File: src/rtl/ca_pkg.sv
`default_nettype none
// ============================================================================
//  Module      : ca_pkg
//  Description : Shared definitions for the GPS C/A code generator.
//                CODE_LEN and LFSR_INIT describe the Gold code.
//                PRN_TAPS holds the G2 phase-selector tap pairs for
//                PRN1..PRN32, packed as {tapA, tapB} in nibbles, stages 1..10.
//                prn_g2_mask turns a tap pair into a 10-bit mask with bit
//                (stage-1) set. ca_state_e is the generator FSM state.
//  Revision    : 1.0 - initial release
// ============================================================================
package ca_pkg;

    localparam int         CODE_LEN  = 1023;
    localparam logic [9:0] LFSR_INIT = 10'h3FF;
    localparam logic [9:0] LAST_CHIP = 10'(CODE_LEN - 1);

    localparam logic [7:0] PRN_TAPS [32] = '{
        8'h26, 8'h37, 8'h48, 8'h59, 8'h19, 8'h2A, 8'h18, 8'h29,
        8'h3A, 8'h23, 8'h34, 8'h56, 8'h67, 8'h78, 8'h89, 8'h9A,
        8'h14, 8'h25, 8'h36, 8'h47, 8'h58, 8'h69, 8'h13, 8'h46,
        8'h57, 8'h68, 8'h79, 8'h8A, 8'h16, 8'h27, 8'h38, 8'h49
    };

    typedef enum logic [0:0] {
        ST_RUN  = 1'b0,
        ST_SLEW = 1'b1
    } ca_state_e;

    // The two taps are always distinct, so the chip XOR reduces to the
    // parity of (G2 & mask).
    function automatic logic [9:0] prn_g2_mask(input logic [4:0] prn);
        logic [3:0] ta;
        logic [3:0] tb;
        ta = PRN_TAPS[prn][7:4];
        tb = PRN_TAPS[prn][3:0];
        return (10'd1 << (ta - 4'd1)) | (10'd1 << (tb - 4'd1));
    endfunction

endpackage
`default_nettype wire

File: src/rtl/ca_code_nco.sv
`default_nettype none
// ============================================================================
//  Module      : ca_code_nco
//  Description : Phase-accumulator NCO. Adds rate modulo 2^ACC_WIDTH each
//                enabled cycle. tick is the carry-out of that add. tick is
//                combinational so the owner can act on it in the same cycle.
//  Ports       : clk, reset (async, active high), enable, clear (sync
//                zeroing, wins over enable), rate [ACC_WIDTH], tick.
//  Revision    : 1.0 - initial release
// ============================================================================
module ca_code_nco #(
    parameter int ACC_WIDTH = 24
) (
    input  logic                 clk,
    input  logic                 reset,
    input  logic                 enable,
    input  logic                 clear,
    input  logic [ACC_WIDTH-1:0] rate,
    output logic                 tick
);

    logic [ACC_WIDTH-1:0] r_acc;
    logic [ACC_WIDTH:0]   w_sum;

    assign w_sum = {1'b0, r_acc} + {1'b0, rate};
    assign tick  = enable & ~clear & w_sum[ACC_WIDTH];

    always_ff @(posedge clk or posedge reset) begin
        if (reset) begin
            r_acc <= '0;
        end else if (clear) begin
            r_acc <= '0;
        end else if (enable) begin
            r_acc <= w_sum[ACC_WIDTH-1:0];
        end
    end

endmodule
`default_nettype wire

File: src/rtl/ca_code_nco_gen.sv
`default_nettype none
// ============================================================================
//  Module      : ca_code_nco_gen
//  Description : GPS C/A code generator driven by a code NCO. It produces
//                early/prompt/late chips spaced half a chip apart, the chip
//                index, and an epoch pulse and counter. A load selects the
//                PRN and slews the generator to a target chip at one chip
//                per clock.
//  Ports       : clk, reset (async, active high), enable, code_rate,
//                prn, load, load_phase ->
//                early, prompt, late, code_phase, half_chip, epoch,
//                epoch_count, busy
//  Revision    : 1.0 - initial release
// ============================================================================
module ca_code_nco_gen
    import ca_pkg::*;
#(
    parameter int ACC_WIDTH = 24,
    parameter int EPOCH_MOD = 20,
    parameter int EPOCH_W   = 5
) (
    input  logic                 clk,
    input  logic                 reset,
    input  logic                 enable,
    input  logic [ACC_WIDTH-1:0] code_rate,
    input  logic [4:0]           prn,
    input  logic                 load,
    input  logic [9:0]           load_phase,
    output logic                 early,
    output logic                 prompt,
    output logic                 late,
    output logic [9:0]           code_phase,
    output logic                 half_chip,
    output logic                 epoch,
    output logic [EPOCH_W-1:0]   epoch_count,
    output logic                 busy
);

    localparam logic [9:0] MASK_PRN1 = prn_g2_mask(5'd0);

    ca_state_e          r_state;
    ca_state_e          w_state_nxt;
    logic [9:0]         r_g1;
    logic [9:0]         r_g2;
    logic [9:0]         r_mask;
    logic [9:0]         r_phase;
    logic [9:0]         r_target;
    logic               r_half;
    logic               r_early;
    logic               r_prompt;
    logic               r_late;
    logic               r_epoch;
    logic [EPOCH_W-1:0] r_epoch_cnt;

    logic               w_chip;
    logic [9:0]         w_g1_nxt;
    logic [9:0]         w_g2_nxt;
    logic [9:0]         w_phase_inc;
    logic [9:0]         w_target_sat;
    logic               w_nco_en;
    logic               w_tick;
    logic               w_wrap;

    // Bit k holds stage k+1. A shift toward stage 10 moves data to higher bits.
    assign w_g1_nxt = {r_g1[8:0], r_g1[2] ^ r_g1[9]};
    assign w_g2_nxt = {r_g2[8:0], r_g2[1] ^ r_g2[2] ^ r_g2[5] ^ r_g2[7] ^ r_g2[8] ^ r_g2[9]};
    assign w_chip   = r_g1[9] ^ (^(r_g2 & r_mask));

    assign w_phase_inc  = (r_phase == LAST_CHIP) ? 10'd0 : r_phase + 10'd1;
    assign w_target_sat = (load_phase > LAST_CHIP) ? LAST_CHIP : load_phase;

    // The NCO only runs in RUN. It is frozen at zero through a slew.
    assign w_nco_en = enable & (r_state == ST_RUN) & ~load;
    assign w_wrap   = w_tick & r_half & (r_phase == LAST_CHIP);

    ca_code_nco #(
        .ACC_WIDTH (ACC_WIDTH)
    ) u_nco (
        .clk    (clk),
        .reset  (reset),
        .enable (w_nco_en),
        .clear  (load),
        .rate   (code_rate),
        .tick   (w_tick)
    );

    always_ff @(posedge clk or posedge reset) begin
        if (reset) begin
            r_state <= ST_RUN;
        end else begin
            r_state <= w_state_nxt;
        end
    end

    // A zero target skips SLEW entirely. A slew ends on the edge that lands
    // on the target.
    always_comb begin
        w_state_nxt = r_state;
        if (load) begin
            w_state_nxt = (w_target_sat == 10'd0) ? ST_RUN : ST_SLEW;
        end else if ((r_state == ST_SLEW) && (w_phase_inc == r_target)) begin
            w_state_nxt = ST_RUN;
        end
    end

    always_ff @(posedge clk or posedge reset) begin
        if (reset) begin
            r_g1        <= LFSR_INIT;
            r_g2        <= LFSR_INIT;
            r_mask      <= MASK_PRN1;
            r_phase     <= '0;
            r_target    <= '0;
            r_half      <= 1'b0;
            r_early     <= 1'b0;
            r_prompt    <= 1'b0;
            r_late      <= 1'b0;
            r_epoch     <= 1'b0;
            r_epoch_cnt <= '0;
        end else begin
            r_epoch <= 1'b0;
            if (load) begin
                r_mask      <= prn_g2_mask(prn);
                r_g1        <= LFSR_INIT;
                r_g2        <= LFSR_INIT;
                r_phase     <= '0;
                r_target    <= w_target_sat;
                r_half      <= 1'b0;
                r_early     <= 1'b0;
                r_prompt    <= 1'b0;
                r_late      <= 1'b0;
                r_epoch_cnt <= '0;
            end else if (r_state == ST_SLEW) begin
                r_g1    <= w_g1_nxt;
                r_g2    <= w_g2_nxt;
                r_phase <= w_phase_inc;
            end else if (w_tick) begin
                r_late   <= r_prompt;
                r_prompt <= r_early;
                r_early  <= w_chip;
                r_half   <= ~r_half;
                // The chip advances only on the tick that closes its second half.
                if (r_half) begin
                    r_g1    <= w_g1_nxt;
                    r_g2    <= w_g2_nxt;
                    r_phase <= w_phase_inc;
                end
                if (w_wrap) begin
                    r_epoch     <= 1'b1;
                    r_epoch_cnt <= (r_epoch_cnt == EPOCH_W'(EPOCH_MOD - 1)) ?
                                   '0 : r_epoch_cnt + 1'b1;
                end
            end
        end
    end

    assign early       = r_early;
    assign prompt      = r_prompt;
    assign late        = r_late;
    assign code_phase  = r_phase;
    assign half_chip   = r_half;
    assign epoch       = r_epoch;
    assign epoch_count = r_epoch_cnt;
    assign busy        = (r_state == ST_SLEW);

endmodule
`default_nettype wire

File: config.mk
export PLATFORM = sky130hd
export DESIGN_NAME = ca_code_nco_gen
export DESIGN_NICKNAME = d
export VERILOG_FILES = /design/src/rtl/ca_pkg.sv /design/src/rtl/ca_code_nco.sv /design/src/rtl/ca_code_nco_gen.sv
export SDC_FILE = /design/constraint.sdc
export NUM_CORES = 1
export LEC_CHECK = 0
export ABC_AREA = 1
export CORE_MARGIN = 4
export CORE_UTILIZATION = 53
export DETAILED_ROUTE_END_ITERATION = 16
export PLACE_DENSITY_LB_ADDON = 0.08
export SLEW_MARGIN = 20
export SYNTH_ARGS = -nofsm -noshare
export SYNTH_HDL_FRONTEND = slang
export SYNTH_SLANG_ARGS = --single-unit
export TNS_END_PERCENT = 5
File: constraint.sdc
create_clock -name clk -period 4.1 [get_ports clk]
set_input_delay 1.025 -clock clk [delete_from_list [all_inputs] [get_ports clk]]
set_output_delay 1.025 -clock clk [all_outputs]
set_load 0.01 [all_outputs]
# == After elaboration in Yosys (flattened, before gate mapping) ==
# Memories as Yosys holds them, arrays and structs flattened.
# Cells that the tools add are included.
# word_totals
regBits,85
latchBits,0
ram_bits,0
mem_bits_ro,256
output_inout_bits,21
elab_cells,100
mem_count,1
# mem_list
name,words,word_bits,rd,rd_ports_with_merged_regs,wr,line,source
(name not given),32,8,1,0,0,ca_pkg.sv:36,tb = PRN_TAPS[prn][3:0];
# classes
addsub,5
n_mul,0
div,0
n_lt_le_gt_ge,2
n_eq_ne,4
shift,2
muxes,42
n_bitwise,19
reduce_logical,12
# ops
op,count
$mux W10,14
$mux W24,2
$add A24 B24 Y25,1
$mux W5,5
$shl A1 B4 Y10 const A,2
$mux W1,19
$mux W8,2
$add A10 B1 Y10 const B,1
$and A10 B10 Y10,1
$eq A10 B10 Y1,1
$eq A10 B10 Y1 const B,1
$gt A10 B10 Y1 const B,1
$logic_not A10 Y1,1
$or A10 B10 Y10,1
$reduce_xor A10 Y1,1
$reduce_bool A2 Y1,4
$sub A4 B1 Y4 const B,2
$xor A1 B1 Y1,7
$and A1 B1 Y1,6
$ge A6 B6 Y1 const B,1
$not A5 Y6,1
$reduce_bool A3 Y1,2
$add A5 B1 Y5 const B,1
$eq A5 B5 Y1 const B,1
other kinds (5),8

# == Depth between registers and ports, before layout ==
# depth
word_depth,11
mapped_depth,15
depth_no_buf,15

# == Modules after synthesis ==
# From an unflattened synthesis, not the netlist that was laid out.
# hier_totals
cells_unflattened,939
hier_area_um2,6426.2
# by_module_without_submodules
module,n_inst,cells_per_inst,area_each_um2,seq_area_each_um2
ca_code_nco_gen,1,486,3709.8,1554.0
ca_code_nco,1,453,2716.4,600.6

# == Least setup slack after synthesis ==
# OpenSTA, ideal clock, no wires.
# synth_path
path_kind,input-to-reg
startpoint,input code_rate[0]
endpoint,"register r_phase[9], in the netlist code_phase[9]"
setup_ns,0.117
t_arrival_ns,2.635
setup_slack_ns,1.348
cell_stages,14
path_buffers,1
cell_sequence,ha_1 inv_1 fa_1 inv_1 nand3_1 nand2_2 nand3_1 nand2_1 nand2_1 nand3_2 nand3_2 buf_2 nand3_1 nand2_1
# synth_between
elab_chain_cells,4
# synth_lines
element,line,source
"start, declared",ca_code_nco_gen.sv:25,"input logic [ACC_WIDTH-1:0] code_rate,"
$add A24 B24 Y25,ca_code_nco.sv:25,"assign w_sum = {1'b0, r_acc} + {1'b0, rate};"
$and A1 B1 Y1,ca_code_nco.sv:26,assign tick = enable & ~clear & w_sum[ACC_WIDTH];
$reduce_bool A3 Y1 (no source line),-,
$reduce_and A2 Y1 (no source line),-,
"end signal, assigned",ca_code_nco_gen.sv:135,r_phase <= w_phase_inc;
"end signal, assigned",ca_code_nco_gen.sv:145,r_phase <= w_phase_inc;
"end, declared",ca_code_nco_gen.sv:46,logic [9:0] r_phase;
# No other way between the ends.
# A chain may end at the register's enable or synchronous reset.

# == Worst setup path after layout ==
# layout_path
startpoint,input code_rate[0]
endpoint,register r_g2[1]
# layout_between
elab_chain_cells,4
# layout_lines
element,line,source
$add A24 B24 Y25,ca_code_nco.sv:25,
$and A1 B1 Y1,ca_code_nco.sv:26,
$reduce_bool A3 Y1 (no source line),-,
$reduce_and A2 Y1 (no source line),-,
"end signal, assigned",ca_code_nco_gen.sv:134,r_g2 <= w_g2_nxt;
"end signal, assigned",ca_code_nco_gen.sv:144,r_g2 <= w_g2_nxt;
"end, declared",ca_code_nco_gen.sv:44,logic [9:0] r_g2;
# No other way between the ends.

==> impl_metrics.env <==
export IMPL_core_area_mm2=0.0115
export IMPL_hold_buffers=0
export IMPL_dp_slack_ps=352
export IMPL_fillerInstances=1093
export IMPL_drtPass1Iterations=5
export IMPL_crit_type="input port to register"
export IMPL_dieArea_mm2=0.0136
export IMPL_fin_ws_ps=729
export IMPL_slew_violations=0
export IMPL_yosysWarnings=0
export IMPL_synth_cells=926
export IMPL_ys_seq_area_frac=0.345
export IMPL_port_buffer_count=63
export IMPL_fin_util=0.634
export IMPL_initial_core_util=0.545
export IMPL_place_congestion=0.927
export IMPL_synthFlopType="dfrtp_1"
export IMPL_p_leak_nw=3.71
export IMPL_antenna_cells=0
export IMPL_wire_per_inst_um=13.9
export IMPL_relSlewSlack=0.481
export IMPL_cts_root_buf="clkbuf_16"
export IMPL_worst_setup_path_start_kind="input port"
export IMPL_critPathCaptureType="register"
export IMPL_worst_ir_drop_vdd_v=0.000266
export IMPL_hold_viol_final=0
export IMPL_wirelength_mm=15.7
export IMPL_grt_overflow_total=0
export IMPL_antenna_found_initial=0
export IMPL_cts_inserted_buffers=9
export IMPL_fin_nets=1057
export IMPL_setup_viol=0
export IMPL_period_share=0.822
export IMPL_status="finished clean"
export IMPL_syn_area_mm2=0.00625
export IMPL_p_per_area_mw_per_mm2=323
export IMPL_fp_dieH_um=117
export IMPL_clock_sinks=85
export IMPL_dieWidth_um=117
export IMPL_grt_pass1_wl_mm=26.7
export IMPL_cts_repair_resized=0
export IMPL_maxCapViolCount=0
export IMPL_fmax_mhz=297
export IMPL_hpwl_mm=11.6
export IMPL_drive_gt1_frac=0.0851
export IMPL_clock_latency_ps=350
export IMPL_synth_cell_types=49
export IMPL_hp_class="register to register"
export IMPL_final_common_cell="nand2_1"
export IMPL_cp_data_arrival_time_ps=3660
export IMPL_first_global_vias=5755
export IMPL_htreeDepth=3
export IMPL_setup_tns_ps=0
export IMPL_worst_pin_slew_ps=777
export IMPL_clk_pin_slew_ps=70
export IMPL_synth_seq_cells=85
export IMPL_fin_skew_ps=9.95
export IMPL_ant_nets=0
export IMPL_io_pins=64
export IMPL_area_growth_pct=16.2
export IMPL_period_minus_slack_ps=3370
export IMPL_synth_edff_count=0
export IMPL_timing_hold_ws_ps=472
export IMPL_cts_tree="built"
export IMPL_rows=39
export IMPL_critical_path_max_fanout=30
export IMPL_p_total_mw=2.35
export IMPL_grt_start_max_net_pins=38
export IMPL_worstPathRequired_ps=4390
export IMPL_layout_common_cells="308 x nand2_1, 87 x inv_1, 82 x nor2_1"
export IMPL_remaining_drc_errors=0
export IMPL_rsz0062_at_grt="no"
export IMPL_async_flop_share=1.00
export IMPL_num_vias=6094
export IMPL_viasPerCell=5.39
export IMPL_clockBufferDepth=2
export IMPL_gr_usage_all_layers=0.244
export IMPL_synth_nets=1001
export IMPL_cts_setup_buffers=0
export IMPL_drtIter0Drc=531
export IMPL_synth_area_per_cell_um2=6.75
[layer usage]
layer / global-route usage / share of wire / vias up
li1: - / - / 3124
met1: 0.344 / 0.47 / 2788
met2: 0.386 / 0.45 / 161
met3: 0.0404 / 0.059 / 21
met4: 0.0757 / 0.016 / 0
met5: 0 / 0 / -
[kinds of logic (layout without fill, tap and decap cells)]
family | after synthesis | after routing | synth area share
and+or+nand+nor | 531 | 531 | 0.364
AOI/OAI and AO/OA | 145 | 145 | 0.124
buffers and inverters | 116 | 177 | 0.0771
DFF | 85 | 85 | 0.345
adders and majority gates | 32 | 32 | 0.0653
xor gates and xnor gates | 17 | 17 | 0.0250
[layout make-up]
cell class | count | area, µm² | share of cell area
Sequential cell | 85 | 2150 | 0.297
Timing Repair Buffer | 71 | 686 | 0.0944
Multi-Input combinational cell | 725 | 3620 | 0.498
Clock buffer | 11 | 253 | 0.0348
Tap cell | 143 | 179 | 0.0246
Inverter | 90 | 339 | 0.0467
Clock inverter | 5 | 37.5 | 0.00517
[report_power, final]
group,switching [mW],internal (mW),leakage (nW),total [mW]
Sequential,0.0554,0.924,1.07,0.980
Combinational,0.335,0.223,2.50,0.557
Clock,0.360,0.450,0.147,0.810
Total,0.750,1.60,3.71,2.35
[worst max-delay path, cell delays in order]
cell and delay [ps]:
clkdlybuf4s50_1 460, ha_1 220, inv_1 80, fa_1 400, inv_1 110, nand3_1 90
nand2_2 120, nand3_1 70, nand2_1 150, nand2_1 80, nand3_2 110, nand3_2 90
nand2_2 440, nand2_1 130, nand2_1 90
[flip-flops by register name, indices dropped and copies added, names as in the netlist]
signal and count:
r_mask 10, code_phase 10, half_chip 1, early 1
r_g1 10, prompt 1, busy 1, late 1
r_target 10, r_g2 10, u_nco.r_acc 24, epoch_count 5
epoch 1
[path summary, 6_finish.rpt]
check	start	endpoint	slack [ps]	cells after the start
setup reg to reg	u_nco.r_acc[0]	r_g2[1]	1510	14
setup / recovery	code_rate[0]	r_g2[1]	730	15
max in group asynchronous	reset	r_mask[5]	2160	3
hold reg to reg	r_mask[5]	r_mask[5]	470	2
hold / removal	r_mask[5]	r_mask[5]	470	2
min in group asynchronous	reset	code_phase[1]	1090	2
[synthesized netlist by cell type, types with 2 or more instances]
library cell,number,area [µm²]
a21o_1,2,15.0
a21oi_1,58,290
a31oi_1,3,18.8
buf_2,7,35.0
buf_6,5,56.3
clkbuf_1,13,48.8
dfrtp_1,63,1580
dfstp_2,22,578
ha_1,31,388
inv_1,88,330
nand2_1,308,1160
nand2_2,3,18.8
nand3_1,81,405
nand3_2,3,30.0
nand3b_1,2,15.0
nand4_1,16,100
nor2_1,83,312
nor2_2,2,12.5
nor3_1,7,35.0
o21ai_0,62,310
o21ai_1,7,35.0
o21bai_1,2,15.0
or2_2,18,113
xnor2_1,11,96.3
xor2_1,5,43.8
[per-stage QoR]
stage          cells  cell area, µm²
2_1_floorplan    926            6250
3_5_place_dp    1114            6980
6_report        1130            7270
3_3_place_gp    1114            6980
4_1_cts         1130            7270
5_1_grt         1130            7270
Note: power is estimated with default switching activity, not from simulation.
